==> src/rtl/instr_fetch_pkg.sv <==
// Shared core-wide definitions for the fetch stage.
//   fetch_state_t : fetch FSM state encoding (IDLE/REQ/HOLD/DRAIN)
//   ADDR_W_DEF    : default PC / instruction-memory address width
//   DATA_W_DEF    : default instruction width
//   NOP_INSTR     : instruction word treated as a no-op by the core
package instr_fetch_pkg;

  localparam int unsigned ADDR_W_DEF = 32;
  localparam int unsigned DATA_W_DEF = 32;

  localparam logic [DATA_W_DEF-1:0] NOP_INSTR = '0;

  typedef enum logic [1:0] {
    IDLE  = 2'd0,
    REQ   = 2'd1,
    HOLD  = 2'd2,
    DRAIN = 2'd3
  } fetch_state_t;

endpackage

==> src/rtl/instr_fetch.sv <==
// Fetch stage of the multicycle core.
// Takes the committed PC, runs a req/ack transaction to instruction memory
// and holds the returned word in ir until decode accepts it.
// Ports:
//   clk, rst           : clock, synchronous active-high reset
//   pc, fetch_start    : address to fetch and its start pulse
//   flush              : discard in-flight or held instruction
//   imem_req/addr      : memory request (held until ack) and address
//   imem_ack/rdata     : memory response
//   ir, ir_pc, ir_npc  : instruction, its address, and address+1 (to PCin)
//   ir_valid/ir_ready  : handshake with decode
//   busy               : FSM not idle
//   fetch_count        : instructions handed to decode (wrapping)
module instr_fetch
  import instr_fetch_pkg::*;
#(
  parameter int unsigned ADDR_W = ADDR_W_DEF,
  parameter int unsigned DATA_W = DATA_W_DEF,
  parameter int unsigned CNT_W  = 16
) (
  input  logic              clk,
  input  logic              rst,
  input  logic [ADDR_W-1:0] pc,
  input  logic              fetch_start,
  input  logic              flush,
  output logic              imem_req,
  output logic [ADDR_W-1:0] imem_addr,
  input  logic              imem_ack,
  input  logic [DATA_W-1:0] imem_rdata,
  output logic [DATA_W-1:0] ir,
  output logic [ADDR_W-1:0] ir_pc,
  output logic [ADDR_W-1:0] ir_npc,
  output logic              ir_valid,
  input  logic              ir_ready,
  output logic              busy,
  output logic [CNT_W-1:0]  fetch_count
);

  fetch_state_t      state, state_n;
  logic              req_n;
  logic [ADDR_W-1:0] addr_n;
  logic [DATA_W-1:0] ir_n;
  logic [ADDR_W-1:0] ir_pc_n;
  logic [ADDR_W-1:0] ir_npc_n;
  logic              valid_n;
  logic [CNT_W-1:0]  count_n;

  always_ff @(posedge clk) begin
    if (rst) begin
      state       <= IDLE;
      imem_req    <= 1'b0;
      imem_addr   <= '0;
      ir          <= '0;
      ir_pc       <= '0;
      ir_npc      <= '0;
      ir_valid    <= 1'b0;
      busy        <= 1'b0;
      fetch_count <= '0;
    end else begin
      state       <= state_n;
      imem_req    <= req_n;
      imem_addr   <= addr_n;
      ir          <= ir_n;
      ir_pc       <= ir_pc_n;
      ir_npc      <= ir_npc_n;
      ir_valid    <= valid_n;
      busy        <= (state_n != IDLE);
      fetch_count <= count_n;
    end
  end

  always_comb begin
    state_n  = state;
    req_n    = imem_req;
    addr_n   = imem_addr;
    ir_n     = ir;
    ir_pc_n  = ir_pc;
    ir_npc_n = ir_npc;
    valid_n  = ir_valid;
    count_n  = fetch_count;

    unique case (state)
      IDLE: begin
        if (flush) begin
          valid_n = 1'b0;
        end else if (fetch_start) begin
          state_n = REQ;
          addr_n  = pc;
          req_n   = 1'b1;
        end
      end

      REQ: begin
        if (flush) begin
          // The request cannot be withdrawn: without an ack yet, wait it
          // out in DRAIN; with a coincident ack, just drop the data.
          if (imem_ack) begin
            state_n = IDLE;
            req_n   = 1'b0;
          end else begin
            state_n = DRAIN;
          end
        end else if (imem_ack) begin
          state_n  = HOLD;
          ir_n     = imem_rdata;
          ir_pc_n  = imem_addr;
          ir_npc_n = imem_addr + ADDR_W'(1);
          req_n    = 1'b0;
          valid_n  = 1'b1;
        end
      end

      HOLD: begin
        if (flush) begin
          state_n = IDLE;
          valid_n = 1'b0;
        end else if (ir_ready) begin
          count_n = fetch_count + CNT_W'(1);
          valid_n = 1'b0;
          if (fetch_start) begin
            state_n = REQ;
            addr_n  = pc;
            req_n   = 1'b1;
          end else begin
            state_n = IDLE;
          end
        end
      end

      DRAIN: begin
        if (imem_ack) begin
          state_n = IDLE;
          req_n   = 1'b0;
        end
      end

      default: state_n = IDLE;
    endcase
  end

endmodule

==> config.mk <==
export PLATFORM = sky130hd
export DESIGN_NAME = instr_fetch
export DESIGN_NICKNAME = d
export VERILOG_FILES = /design/src/rtl/instr_fetch_pkg.sv /design/src/rtl/instr_fetch.sv
export SDC_FILE = /design/constraint.sdc
export NUM_CORES = 1
export LEC_CHECK = 0
export CORE_ASPECT_RATIO = 0.9
export CORE_MARGIN = 2
export CORE_UTILIZATION = 35
export CTS_BUF_LIST = sky130_fd_sc_hd__clkbuf_4 sky130_fd_sc_hd__clkbuf_8
export DETAILED_ROUTE_END_ITERATION = 6
export GPL_TIMING_DRIVEN = 0
export PLACE_DENSITY = 0.67
export SLEW_MARGIN = 20
export SYNTH_ARGS = -nofsm -noshare
export SYNTH_HDL_FRONTEND = slang
export SYNTH_SLANG_ARGS = --single-unit
export TNS_END_PERCENT = 10
==> constraint.sdc <==
create_clock -name clk -period 1.9 [get_ports clk]
set_clock_uncertainty 0.15 [all_clocks]
set_input_delay 0.285 -clock clk [delete_from_list [all_inputs] [get_ports clk]]
set_output_delay 0.285 -clock clk [all_outputs]
set_load 0.05 [all_outputs]
==> results.sh <==
export IMPL_grt_remaining_overflow=0
export IMPL_dr_pass1_iters=5
export IMPL_final_hold_viol_count=0
export IMPL_ys_ff_latch=149
export IMPL_core_mm2=0.0169
export IMPL_placed_cells=1217
export IMPL_synth_common_cells="nand2_1 (211), dfxtp_1 (149), a21oi_1 (116)"
export IMPL_relSlewSlack_pct=60.7
export IMPL_synth_ff_type="dfxtp_1"
export IMPL_syn_inst=766
export IMPL_grt_max_degree=17
export IMPL_cp_cell_sequence="or4bb_4, buf_8, or3_1, o211ai_1, a211oi_1"
export IMPL_cts_root_buf="clkbuf_8"
export IMPL_worst_setup_path_start_kind="flip-flop"
export IMPL_via_count=6352
export IMPL_critPathSlowestCell="or4bb_4"
export IMPL_cts_htree_levels=4
export IMPL_clock_sinks=149
export IMPL_yosys_area_top_type="dfxtp_1"
export IMPL_path_class="flip-flop to flip-flop"
export IMPL_row_count=45
export IMPL_dp_hpwl_mm=14.8
export IMPL_layout_drive_gt1_share_pct=17.2
export IMPL_cts_hold_buf=0
export IMPL_grt_usage_pct=21.9
export IMPL_start_util_pct=36.0
export IMPL_die_w_um=143
export IMPL_first_global_vias=5755
export IMPL_gp_congestion=0.820
export IMPL_drt_wl_total_mm=20.6
export IMPL_synth_distinct_cells=51
export IMPL_portBuffers=216
export IMPL_drtAntennaViolNets=0
export IMPL_power_density_mw_per_mm2=724
export IMPL_ios=217
export IMPL_antenna_found_initial=0
export IMPL_r2r_end="ir_npc[28]$_SDFFE_PP0P_"
export IMPL_rsz0062_at_grt="yes"
export IMPL_synth_most_common_cell="nand2_1"
export IMPL_cp_depth=5
export IMPL_period_share_pct=101
export IMPL_postLayoutCoreUtil_pct=55.8
export IMPL_hold_start="imem_ack"
export IMPL_area_growth_pct=55.1
export IMPL_synth_async_reset_ratio_pct=0
export IMPL_layout_setup_ws_ns=-0.0216
export IMPL_syn_area_per_cell_um2=7.96
export IMPL_finalSetupViolations=1
export IMPL_cellLeakagePower_nw=3.97
export IMPL_cts_tree="built"
export IMPL_critPathMaxStageDelay_ns=0.61
export IMPL_drv_cap=0
export IMPL_synth_seq_area_share_pct=48.9
export IMPL_violations="setup timing"
export IMPL_grtUsageMet1_pct=29.8
export IMPL_whs_endpoint="imem_req$_SDFFE_PP0P_"
export IMPL_peakVddDrop_uv=478
export IMPL_synth_top_area_share_pct=48.9
export IMPL_rrSetupSlack_ns=-0.02
export IMPL_clockBufferDepth=2
export IMPL_drc=0
export IMPL_gr_max_usage_layer="met2"
export IMPL_reg2reg_depth=5
export IMPL_synth_area_leaders="dfxtp_1 (49%), nand2_1 (13%), a21oi_1 (9.5%)"
export IMPL_cp_end_kind="flip-flop"
export IMPL_critPathMaxFanout=7
export IMPL_hold_class="input port to flip-flop"
export IMPL_grt_use_met3_pct=5.88
export IMPL_grt_pass1_wl_mm=31.1
export IMPL_fin_nets=1090
export IMPL_routed_via_density=5.02
export IMPL_synth_edff_count=0
export IMPL_synth_cell_area_mm2=0.00610
export IMPL_wl_per_cell_um=16.2
export IMPL_crit_buf_inv=1
export IMPL_fin_cells=1266
export IMPL_syn_nets=838
export IMPL_drv_slew=0
export IMPL_clkLatencyLatePin_ns=0.46
export IMPL_diodes=0
export IMPL_whs_path_depth=4
export IMPL_die_h_um=129
export IMPL_synth_yosys_warnings=0
export IMPL_drtIter0Drc=264
export IMPL_tns_ns=-0.0216
export IMPL_worst_slew_pin_slew_ns=0.592
export IMPL_met2_usage_pct=34.0
export IMPL_cts_buffers=17
export IMPL_die_area_mm2=0.0185
export IMPL_clk_pin_slew_ns=0.08
export IMPL_fmax_ghz=0.520
export IMPL_fin_crit_ns=1.92
export IMPL_arrival_ns=2.13
export IMPL_crit_family="simple AND/OR/NAND/NOR gates"
export IMPL_cp_required_ns=2.10
export IMPL_status="finished with violations"
export IMPL_regToRegStartpoint="state[1]$_SDFF_PP0_"
==> what timing repair did <==
item,CTS,global route
buffers inserted,3,12
gates resized for setup,211,64
pin swaps,5,10
endpoints found under the setup margin,295,115
cloned,1,2
==> cell families after synthesis <==
kind of cell	after synthesis	synth area share, %
simple gates	352	27.0
fa+ha+maj	2	0.410
mux	3	0.554
flops	149	48.9
xor+xnor	21	3.02
compound gates	172	15.7
buf+inv	67	4.47
==> registers in the layout, summed over array words and instances (netlist names) <==
name         flops
busy             1
fetch_count     16
imem_addr       32
imem_req         1
ir              32
ir_npc          32
ir_pc           32
ir_valid         1
state            2
==> per-layer routing <==
| layer | wire, µm | part of all wire (%) | up-vias |
|---|---|---|---|
| li1 | - | - | 3144 |
| met3 | 1640 | 8.0 | 21 |
| met2 | 9170 | 45 | 229 |
| met4 | 255 | 1.2 | 0 |
| met5 | 0 | 0 | - |
| met1 | 9490 | 46 | 2958 |
==> how the worst max path moves through the flow <==
stage | from | endpoint | slack [ns]
detailed placement | flush | ir[28]$_SDFFE_PP0P_ | -1.13
global route | imem_addr[24]$_SDFFE_PP0P_ | ir_npc[29]$_SDFFE_PP0P_ | -0.07
floorplan | imem_addr[26]$_SDFFE_PP0P_ | ir_npc[29]$_SDFFE_PP0P_ | -0.02
CTS | imem_addr[11]$_SDFFE_PP0P_ | ir_npc[29]$_SDFFE_PP0P_ | -0.08
finish | state[1]$_SDFF_PP0_ | ir_npc[28]$_SDFFE_PP0P_ | -0.02
global placement | flush | ir_pc[19]$_SDFFE_PP0P_ | -1.11
==> cell type report <==
class,instances,area (µm²)
tap,235,294
buffer,60,442
sequential,149,3090
timing repair buffer,234,2140
multi-input combinational,550,3020
fill,1645,7490
inverter,6,22.5
clock inverter,8,148
clock buffer,24,312
==> where the power goes <==
part	switching, W	internal [W]	leakage [nW]
clock	0.00119	0.00162	0.237
sequential	0.0000751	0.00317	1.23
combinational	0.000498	0.000301	2.50
total	0.00176	0.00509	3.97
==> through the flow <==
step / hold WS, ns / worst slack, ns / power (W) / area [µm²]
finish: 0.193 / -0.0216 / 0.00685 / 9460
global route: 0.186 / -0.0712 / 0.00712 / 9460
CTS: 0.162 / -0.0783 / 0.00692 / 9230
detailed placement: 0.296 / -1.13 / 0.00414 / 8790
global placement: 0.292 / -1.11 / 0.00413 / 8790
floorplan: 0.261 / -0.0175 / 0.00375 / 6330
==> cell usage in the layout, fill, tap and decap left out, types with 4 or more instances in the layout <==
cell             Yosys  final
a211oi_1            15     13
a21oi_1            116    115
a311oi_1             5      4
and3_1               8      8
and4_1              11      8
buf_4                1     20
buf_6                1      5
bufinv_16            0      4
clkbuf_1            47     14
clkbuf_2             1     21
clkbuf_4             0     10
clkbuf_8             0     27
clkdlybuf4s15_1      0      8
clkdlybuf4s50_1      0     67
dfxtp_1            149    109
dfxtp_2              0     19
dfxtp_4              0     21
dlygate4sd2_1        0    132
inv_1                6      6
nand2_1            211    210
nand3_1             24     19
nand4_1             15     15
nor2_1              31     31
nor3_1              15     13
o21ai_0             22     22
or3_1               10      9
xnor2_1             12     12
xor2_1               9      9
==> worst register-to-register path: stages (launching register included) <==
cell and delay (ns):
dfxtp_4 0.38, or4bb_4 0.61, buf_8 0.17, or3_1 0.34, o211ai_1 0.11, a211oi_1 0.06
No activity file was read; power rests on OpenSTA's default activity.
